**src/rtl/seg_scroll_display_if.sv**
```systemverilog
// Character strobe bus for the seven-segment text display.
// The master drives characters and edit strobes; the display is the slave.
interface seg_scroll_display_if;
   logic [7:0] ascii_char;
   logic       char_valid;
   logic       backspace;
   logic       clear;
   logic       mode;

   modport master (
      output ascii_char,
      output char_valid,
      output backspace,
      output clear,
      output mode
   );

   modport slave (
      input ascii_char,
      input char_valid,
      input backspace,
      input clear,
      input mode
   );
endinterface

```
**src/rtl/seg_scroll_display.sv**
```systemverilog
// Multiplexed seven-segment text display with an N-slot encoded buffer.
// Supports fill/scroll modes, backspace, clear and occupancy/overflow status.
module seg_scroll_display #(
   parameter int NUM_DIGITS  = 8,
   parameter int REFRESH_DIV = 10000,
   localparam int CW = $clog2(NUM_DIGITS + 1)
) (
   input  logic                  clock,
   input  logic                  reset,
   seg_scroll_display_if.slave   bus,
   output logic [6:0]            seg_out,
   output logic [NUM_DIGITS-1:0] an_out,
   output logic [CW-1:0]         char_count,
   output logic                  full,
   output logic                  overflow
);

   localparam int IW = $clog2(NUM_DIGITS);
   localparam int PW = (REFRESH_DIV > 2) ? $clog2(REFRESH_DIV) : 1;
   localparam logic [6:0] BLANK = 7'b1111111;

   logic [6:0]    slot [NUM_DIGITS];
   logic [IW-1:0] idx;
   logic [PW-1:0] pre;
   logic [6:0]    pat;

   // Active-low a..g pattern; lower case folds onto upper case.
   function automatic logic [6:0] encode(input logic [7:0] c);
      logic [7:0] u;
      u = (c >= "a" && c <= "z") ? c - 8'h20 : c;
      case (u)
         "0": encode = 7'b0000001;
         "1": encode = 7'b1001111;
         "2": encode = 7'b0010010;
         "3": encode = 7'b0000110;
         "4": encode = 7'b1001100;
         "5": encode = 7'b0100100;
         "6": encode = 7'b0100000;
         "7": encode = 7'b0001111;
         "8": encode = 7'b0000000;
         "9": encode = 7'b0000100;
         "A": encode = 7'b0001000;
         "B": encode = 7'b1100000;
         "C": encode = 7'b0110001;
         "D": encode = 7'b1000010;
         "E": encode = 7'b0110000;
         "F": encode = 7'b0111000;
         "G": encode = 7'b0100001;
         "H": encode = 7'b1001000;
         "I": encode = 7'b1111001;
         "J": encode = 7'b1000011;
         "K": encode = 7'b0101000;
         "L": encode = 7'b1110001;
         "M": encode = 7'b0101010;
         "N": encode = 7'b1101010;
         "O": encode = 7'b0000001;
         "P": encode = 7'b0011000;
         "Q": encode = 7'b0001100;
         "R": encode = 7'b1111010;
         "S": encode = 7'b0101100;
         "T": encode = 7'b1110000;
         "U": encode = 7'b1000001;
         "V": encode = 7'b1100011;
         "W": encode = 7'b1010100;
         "X": encode = 7'b1001000;
         "Y": encode = 7'b1000100;
         "Z": encode = 7'b0010010;
         " ": encode = BLANK;
         default: encode = 7'b1111110;
      endcase
   endfunction

   assign pat  = encode(bus.ascii_char);
   assign full = (char_count == CW'(NUM_DIGITS));

   // Buffer edits: clear beats backspace beats a new character.
   always_ff @(posedge clock) begin
      if (reset) begin
         for (int k = 0; k < NUM_DIGITS; k++) slot[k] <= BLANK;
         char_count <= '0;
         overflow   <= 1'b0;
      end else begin
         overflow <= 1'b0;
         if (bus.clear) begin
            for (int k = 0; k < NUM_DIGITS; k++) slot[k] <= BLANK;
            char_count <= '0;
         end else if (bus.backspace) begin
            if (char_count != '0) begin
               slot[IW'(char_count - CW'(1))] <= BLANK;
               char_count <= char_count - CW'(1);
            end
         end else if (bus.char_valid) begin
            if (!full) begin
               slot[IW'(char_count)] <= pat;
               char_count <= char_count + CW'(1);
            end else if (bus.mode) begin
               for (int k = 0; k < NUM_DIGITS - 1; k++) slot[k] <= slot[k+1];
               slot[NUM_DIGITS-1] <= pat;
            end else begin
               overflow <= 1'b1;
            end
         end
      end
   end

   // Refresh prescaler and digit index advance.
   always_ff @(posedge clock) begin
      if (reset) begin
         pre <= '0;
         idx <= '0;
      end else if (pre == PW'(REFRESH_DIV - 1)) begin
         pre <= '0;
         if (idx == IW'(NUM_DIGITS - 1)) idx <= '0;
         else                            idx <= idx + IW'(1);
      end else begin
         pre <= pre + PW'(1);
      end
   end

   // Registered digit enable and segment drive for the current digit.
   always_ff @(posedge clock) begin
      if (reset) begin
         seg_out <= BLANK;
         an_out  <= '1;
      end else begin
         seg_out <= slot[idx];
         an_out  <= ~(NUM_DIGITS'(1) << idx);
      end
   end

endmodule
```
**src/flat_wrapper.sv**
```systemverilog
// flat-port wrapper written by rule: the top's interface ports become plain ports
module seg_scroll_display_flat 
#(
   parameter int NUM_DIGITS  = 8,
   parameter int REFRESH_DIV = 10000,
   localparam int CW = $clog2(NUM_DIGITS + 1)
)
  (clock, reset, seg_out, an_out, char_count, full, overflow, bus_ascii_char, bus_char_valid, bus_backspace, bus_clear, bus_mode);
  seg_scroll_display_if bus_i ();
  input  logic clock;
  input  logic reset;
  output logic [6:0] seg_out;
  output logic [NUM_DIGITS-1:0] an_out;
  output logic [CW-1:0] char_count;
  output logic full;
  output logic overflow;
  input wire logic [$bits(bus_i.ascii_char)-1:0] bus_ascii_char;
  input wire logic [$bits(bus_i.char_valid)-1:0] bus_char_valid;
  input wire logic [$bits(bus_i.backspace)-1:0] bus_backspace;
  input wire logic [$bits(bus_i.clear)-1:0] bus_clear;
  input wire logic [$bits(bus_i.mode)-1:0] bus_mode;
  assign bus_i.ascii_char = bus_ascii_char;
  assign bus_i.char_valid = bus_char_valid;
  assign bus_i.backspace = bus_backspace;
  assign bus_i.clear = bus_clear;
  assign bus_i.mode = bus_mode;
  seg_scroll_display #(.NUM_DIGITS(NUM_DIGITS), .REFRESH_DIV(REFRESH_DIV)) u_core (.clock(clock), .reset(reset), .bus(bus_i), .seg_out(seg_out), .an_out(an_out), .char_count(char_count), .full(full), .overflow(overflow));
endmodule
```
**config.mk**
```make
export PLATFORM = sky130hd
export DESIGN_NAME = seg_scroll_display_flat
export DESIGN_NICKNAME = d
export VERILOG_FILES = /design/src/rtl/seg_scroll_display_if.sv /design/src/rtl/seg_scroll_display.sv /design/src/flat_wrapper.sv
export SDC_FILE = /design/constraint.sdc
export NUM_CORES = 1
export LEC_CHECK = 0
export CAP_MARGIN = 20
export CORE_AREA = 2 2 98 100
export DETAILED_ROUTE_END_ITERATION = 8
export DIE_AREA = 0 0 100 102
export GPL_ROUTABILITY_DRIVEN = 0
export PLACE_DENSITY = 0.84
export SETUP_SLACK_MARGIN = 0.4
export SYNTH_ARGS = -nofsm -noshare
export SYNTH_HDL_FRONTEND = slang
export SYNTH_SLANG_ARGS = --single-unit
```
**constraint.sdc**
```tcl
create_clock -name clock -period 3.3 [get_ports clock]
set_input_delay 0.66 -clock clock [delete_from_list [all_inputs] [get_ports clock]]
set_output_delay 0.66 -clock clock [all_outputs]
set_load 0.02 [all_outputs]
```
; ---- Yosys cells after proc, flatten, opt, wreduce, memory -nomap -nowiden
; Memory sizes are Yosys's and may differ from the RTL's. A register that Yosys moved wholly into a read port is not among the register bits.
; Cells that the tools add are included.
[classes]
magnitude_cmp = 2
shift = 1
n_eq_ne = 5
n_reduce_logical = 9
bitwise = 19
muxes = 53
n_addsub = 5
[ops]
columns = cell, n
row1 = 7-bit two-way mux, 19
row2 = 1-bit two-way mux, 26
row3 = 4-bit two-way mux, 4
row4 = 1-bit OR, 16
row5 = 14-bit by 1-bit adder with 14-bit output (second input constant), 1
row6 = 14-bit equality test (second input constant), 1
row7 = 7-bit OR reduction, 2
row8 = 3-bit two-way mux, 3
row9 = 8-bit by 7-bit greater-or-equal comparator with 1-bit output (second input constant), 1
row10 = 8-bit by 7-bit less-or-equal comparator with 1-bit output (second input constant), 1
row11 = 8-bit two-way mux, 1
row12 = 8-bit inverter, 1
row13 = 1-bit by 3-bit << shifter with 8-bit output (first input constant), 1
row14 = 8-bit by 6-bit subtractor with 8-bit output (second input constant), 1
row15 = 5-bit OR reduction, 1
row16 = 4-bit by 1-bit adder with 4-bit output (second input constant), 1
row17 = 4-bit equality test (second input constant), 1
row18 = 2-bit by 1-bit inequality test with 1-bit output (second input constant), 2
row19 = 4-bit nonzero test, 1
row20 = 2-bit OR reduction, 2
row21 = 4-bit by 1-bit subtractor with 4-bit output (second input constant), 1
row22 = 3-bit by 1-bit adder with 3-bit output (second input constant), 1
row23 = 3-bit equality test (second input constant), 1
row24 = 3-bit AND reduction, 1
row25 = other kinds (3), 4
[word_totals]
mem_bits_rw = 56
rom_bits = 896
n_memories = 2
regBits = 30
[memory_table]
columns = name, words, word_bits, read_ports, rd_ports_with_merged_regs, wr, line
row1 = (name not given), 128, 7, 1, 0, 0, seg_scroll_display.sv:31  ; case (u)
row2 = u_core.slot, 8, 7, 8, 1, 8, seg_scroll_display.sv:22  ; logic [6:0] slot [NUM_DIGITS];

; ---- Longest topological paths before layout
[depth]
ltp_word = 10
ltp_mapped = 12

; ---- Least setup slack after synthesis
; OpenSTA, ideal clock, no wires.
[synth_path]
path_kind = register to register
startpoint = register u_core.char_count[0]
endpoint = memory u_core.slot[0][0] (enable)
setup_time_ns = 0.381
stages_incl_launch_ff = 10
path_slack_ns = 0.409
required_ns = 2.919
arrival_time_ns = 2.510
synth_period_minus_slack_ns = 2.891
cell_sequence = dfxtp_1 > clkbuf_1 > inv_1 > ha_1 > nand3b_1 > inv_1 > nor3_1 > a31oi_1 > o22a_1 > o21ai_0
[synth_rtl]
columns = item, line
row1 = start: declaration, seg_scroll_display.sv:13  ; output logic [CW-1:0] char_count,
row2 = start signal: assignment, seg_scroll_display.sv:90  ; char_count <= char_count - CW'(1);
row3 = start signal: assignment, seg_scroll_display.sv:95  ; char_count <= char_count + CW'(1);
row4 = end: declaration, seg_scroll_display.sv:22

==> flow_summary_export.csv <==
group,metric,value,unit
global_route,grt_pass1_vias,4121,
final_layout,regArea,2420,um2
power_and_ir_drop,p_leak,1.93,nW
critical_path,slowest_delay,570,ps
clock_tree,clock_latency,370,ps
placement,post-place-cells,671,
yosys,yosysTopAreaCellShare,32.8,%
global_route,grt_pass1_wl,19400,um
timing,finalHoldViolations,0,
min_path,min_from,"u_core.pre[0]",
routing,vias_per_cell,6.19,
yosys,synthAdderAreaFrac,4.64,%
timing,fin_skew,9.95,ps
clock_tree,cts_tree,"built",
critical_path,path_buf_inv,2,
yosys,synth_top_family_by_area,"simple AND/OR/NAND/NOR gates",
yosys,synth-simple-area-share,19.0,%
power_and_ir_drop,powerDensity,383,nW/um2
critical_path,path_class,"in -> reg",
final_layout,fin_cells,687,
critical_path,reg2reg_slack,660,ps
global_route,grt-ovfl-total,0,
clock_tree,postCtsSetupBuffers,0,
critical_path,cp_slowest_cell,"or4b_1",
timing,fmax,348,MHz
routing,vias,4253,
routing,first_iter_violations,363,
timing,finalSetupTns,0,ps
clock_tree,clock-sinks,93,
critical_path,crit_family,"simple AND/OR/NAND/NOR gates",
placement,place_hpwl,8830,um
yosys,synth_top_cells_by_count,"nor2_1, a21oi_1, edfxtp_1, nand2_1, dfxtp_1",
final_layout,nets,604,
critical_path,startpoint_type,"primary input",
timing,period_needed,2870,ps
yosys,synth_area_leader_cell,"edfxtp_1",
yosys,yosys-mux-area-fraction,7.76,%
floorplan,core_area,9110,um2
yosys,synthesis.nets,557,
final_layout,diodes,0,
routing,wl_per_cell,17.3,um
routing,routed_wl,11900,um
yosys,avgSynthCellArea,9.79,um2
critical_path,worstPathArrival,3000,ps
timing,finalMaxSlewViolations,0,
clock_tree,clockBufferDepth,2,
routing,drc_errors,0,
yosys,ys_ff_latch,93,
global_route,antenna_found_initial,0,
critical_path,worstPathRequired,3420,ps
outcome,status,"finished, final reports clean",
timing,worstMarginPinSlew,861,ps
yosys,synth.area.top_cells,"edfxtp_1, dfxtp_1, mux4_2",
critical_path,path_cells,"clkdlybuf4s50_1 > or4b_1 > buf_4 > or3_1 > or2_4 > nand2b_1 > o22a_1",
yosys,ys_seq_area_share,47.2,%
global_route,grt_max_degree,50,
floorplan,fp.dieH,102,um
yosys,netlist_area,5130,um2
critical_path,endpoint_kind,"register",
clock_tree,cts.clk_slew.worst_paths,90,ps
yosys,synth-edff-count,56,
routing,postRouteAntennaNets,0,
yosys,yosysWarnings,0,
final_layout,multi_input_area,2520,um2
floorplan,start_util,56.3,%
yosys,async_flop_share,0,%
final_layout,nFillCells,699,
yosys,synth_cell_types,54,
clock_tree,cts_buffers,9,
final_layout,drive_gt1_share,14.4,%
job,drv_cap,0,
timing,max_slew_margin,42.6,%
clock_tree,root_buffer,"clkbuf_8",
timing,period_share,87.1,%
floorplan,pin_count,35,
yosys,ys.flop_type,"edfxtp_1",
yosys,synth_xor_area_share,2.05,%
critical_path,critPathMaxFanout,9,
timing,rsz0062_at_grt,"true",
min_path,worst_hold_path_type,"reg -> reg",
power_and_ir_drop,ir_worst_vdd,0.000201,V
clock_tree,h-tree-depth,3,
floorplan,dieArea,10200,um2
critical_path,r2r-start,"u_core.char_count[1]",
placement,portBuffers,34,
floorplan,die-width,100,um
yosys,synth_compound_area_share,15.5,%
global_route,grtUsageTotal,24.2,%
floorplan,rows,35,
clock_tree,ctsHoldBuffers,0,
yosys,synthCells,524,
critical_path,crit_start,"bus_backspace",
routing,firstDrtPassIters,6,
final_layout,area_growth_syn_to_layout,15.4,%
yosys,synth_most_common_cell,"nor2_1",
timing,setup_viol,0,
[power breakdown]
group,switching (mW),internal [mW]
Clock,0.427,0.308
Combinational,0.171,0.116
Sequential,0.0101,1.23
[cells in the final DEF (no fill, tap or decap), types with 7 or more instances in the layout]
cell	count
dfxtp_1	36
ha_1	19
nor3_1	7
nand2_1	50
buf_4	31
clkdlybuf4s50_1	33
edfxtp_1	56
nor2_1	80
clkbuf_8	10
o21ai_0	24
mux4_2	15
o32a_1	8
nor3b_1	8
nand3b_1	10
inv_1	16
a21oi_1	59
[final timing paths]
path	endpoint	cells past startpoint
max	u_core.slot[3][2]	7
min	u_core.pre[0]	1
max reg2reg	u_core.slot[3][2]	8
min reg2reg	u_core.pre[0]	1
[metal layers]
layer	global-route usage, %	routed length (um)
met4	9.27	298
met2	44.6	6260
met1	28.4	4460
met3	3.97	857
met5	0	0
[through the flow]
stage	utilization, %	setup slack, ps	area [um2]	power (mW)	hold WS [ps]
after global placement	62.8	80.6	5720	1.54	424
after floorplan	-	409	5130	1.44	413
final	65.0	426	5920	2.26	453
after global routing	65.0	390	5920	2.34	482
after detailed placement	62.8	-2.39	5720	1.55	433
after CTS	64.9	404	5910	2.26	450
[logic make-up after synthesis]
logic type / after synthesis
AOI/OAI and AO/OA: 129
xor gates and xnor gates: 12
adders and majority gates: 19
buffers and inverters: 48
DFF: 93
muxes: 21
and+or+nand+nor: 202
[final cells by class]
type	count	area share (%)
inverters	19	1.20
clock inverters	6	0.845
multi-input cells	383	42.6
flip-flops and latches	93	40.9
repair buffers	65	9.72
clock buffers	10	2.33
well taps	111	2.35
[sequential cells by signal (all words and copies together), names as in the netlist]
register and count:
u_core.slot 56, u_core.pre 14, u_core.an_out 8, u_core.seg_out 7, u_core.char_count 4, u_core.idx 3, u_core.overflow 1
[timing repair]
item                                    in CTS  in global routing
pin swaps                                    0                  1
endpoints found under the setup margin      10                 50
resized for setup                            2                  7
No activity file was read; power rests on OpenSTA's default activity.
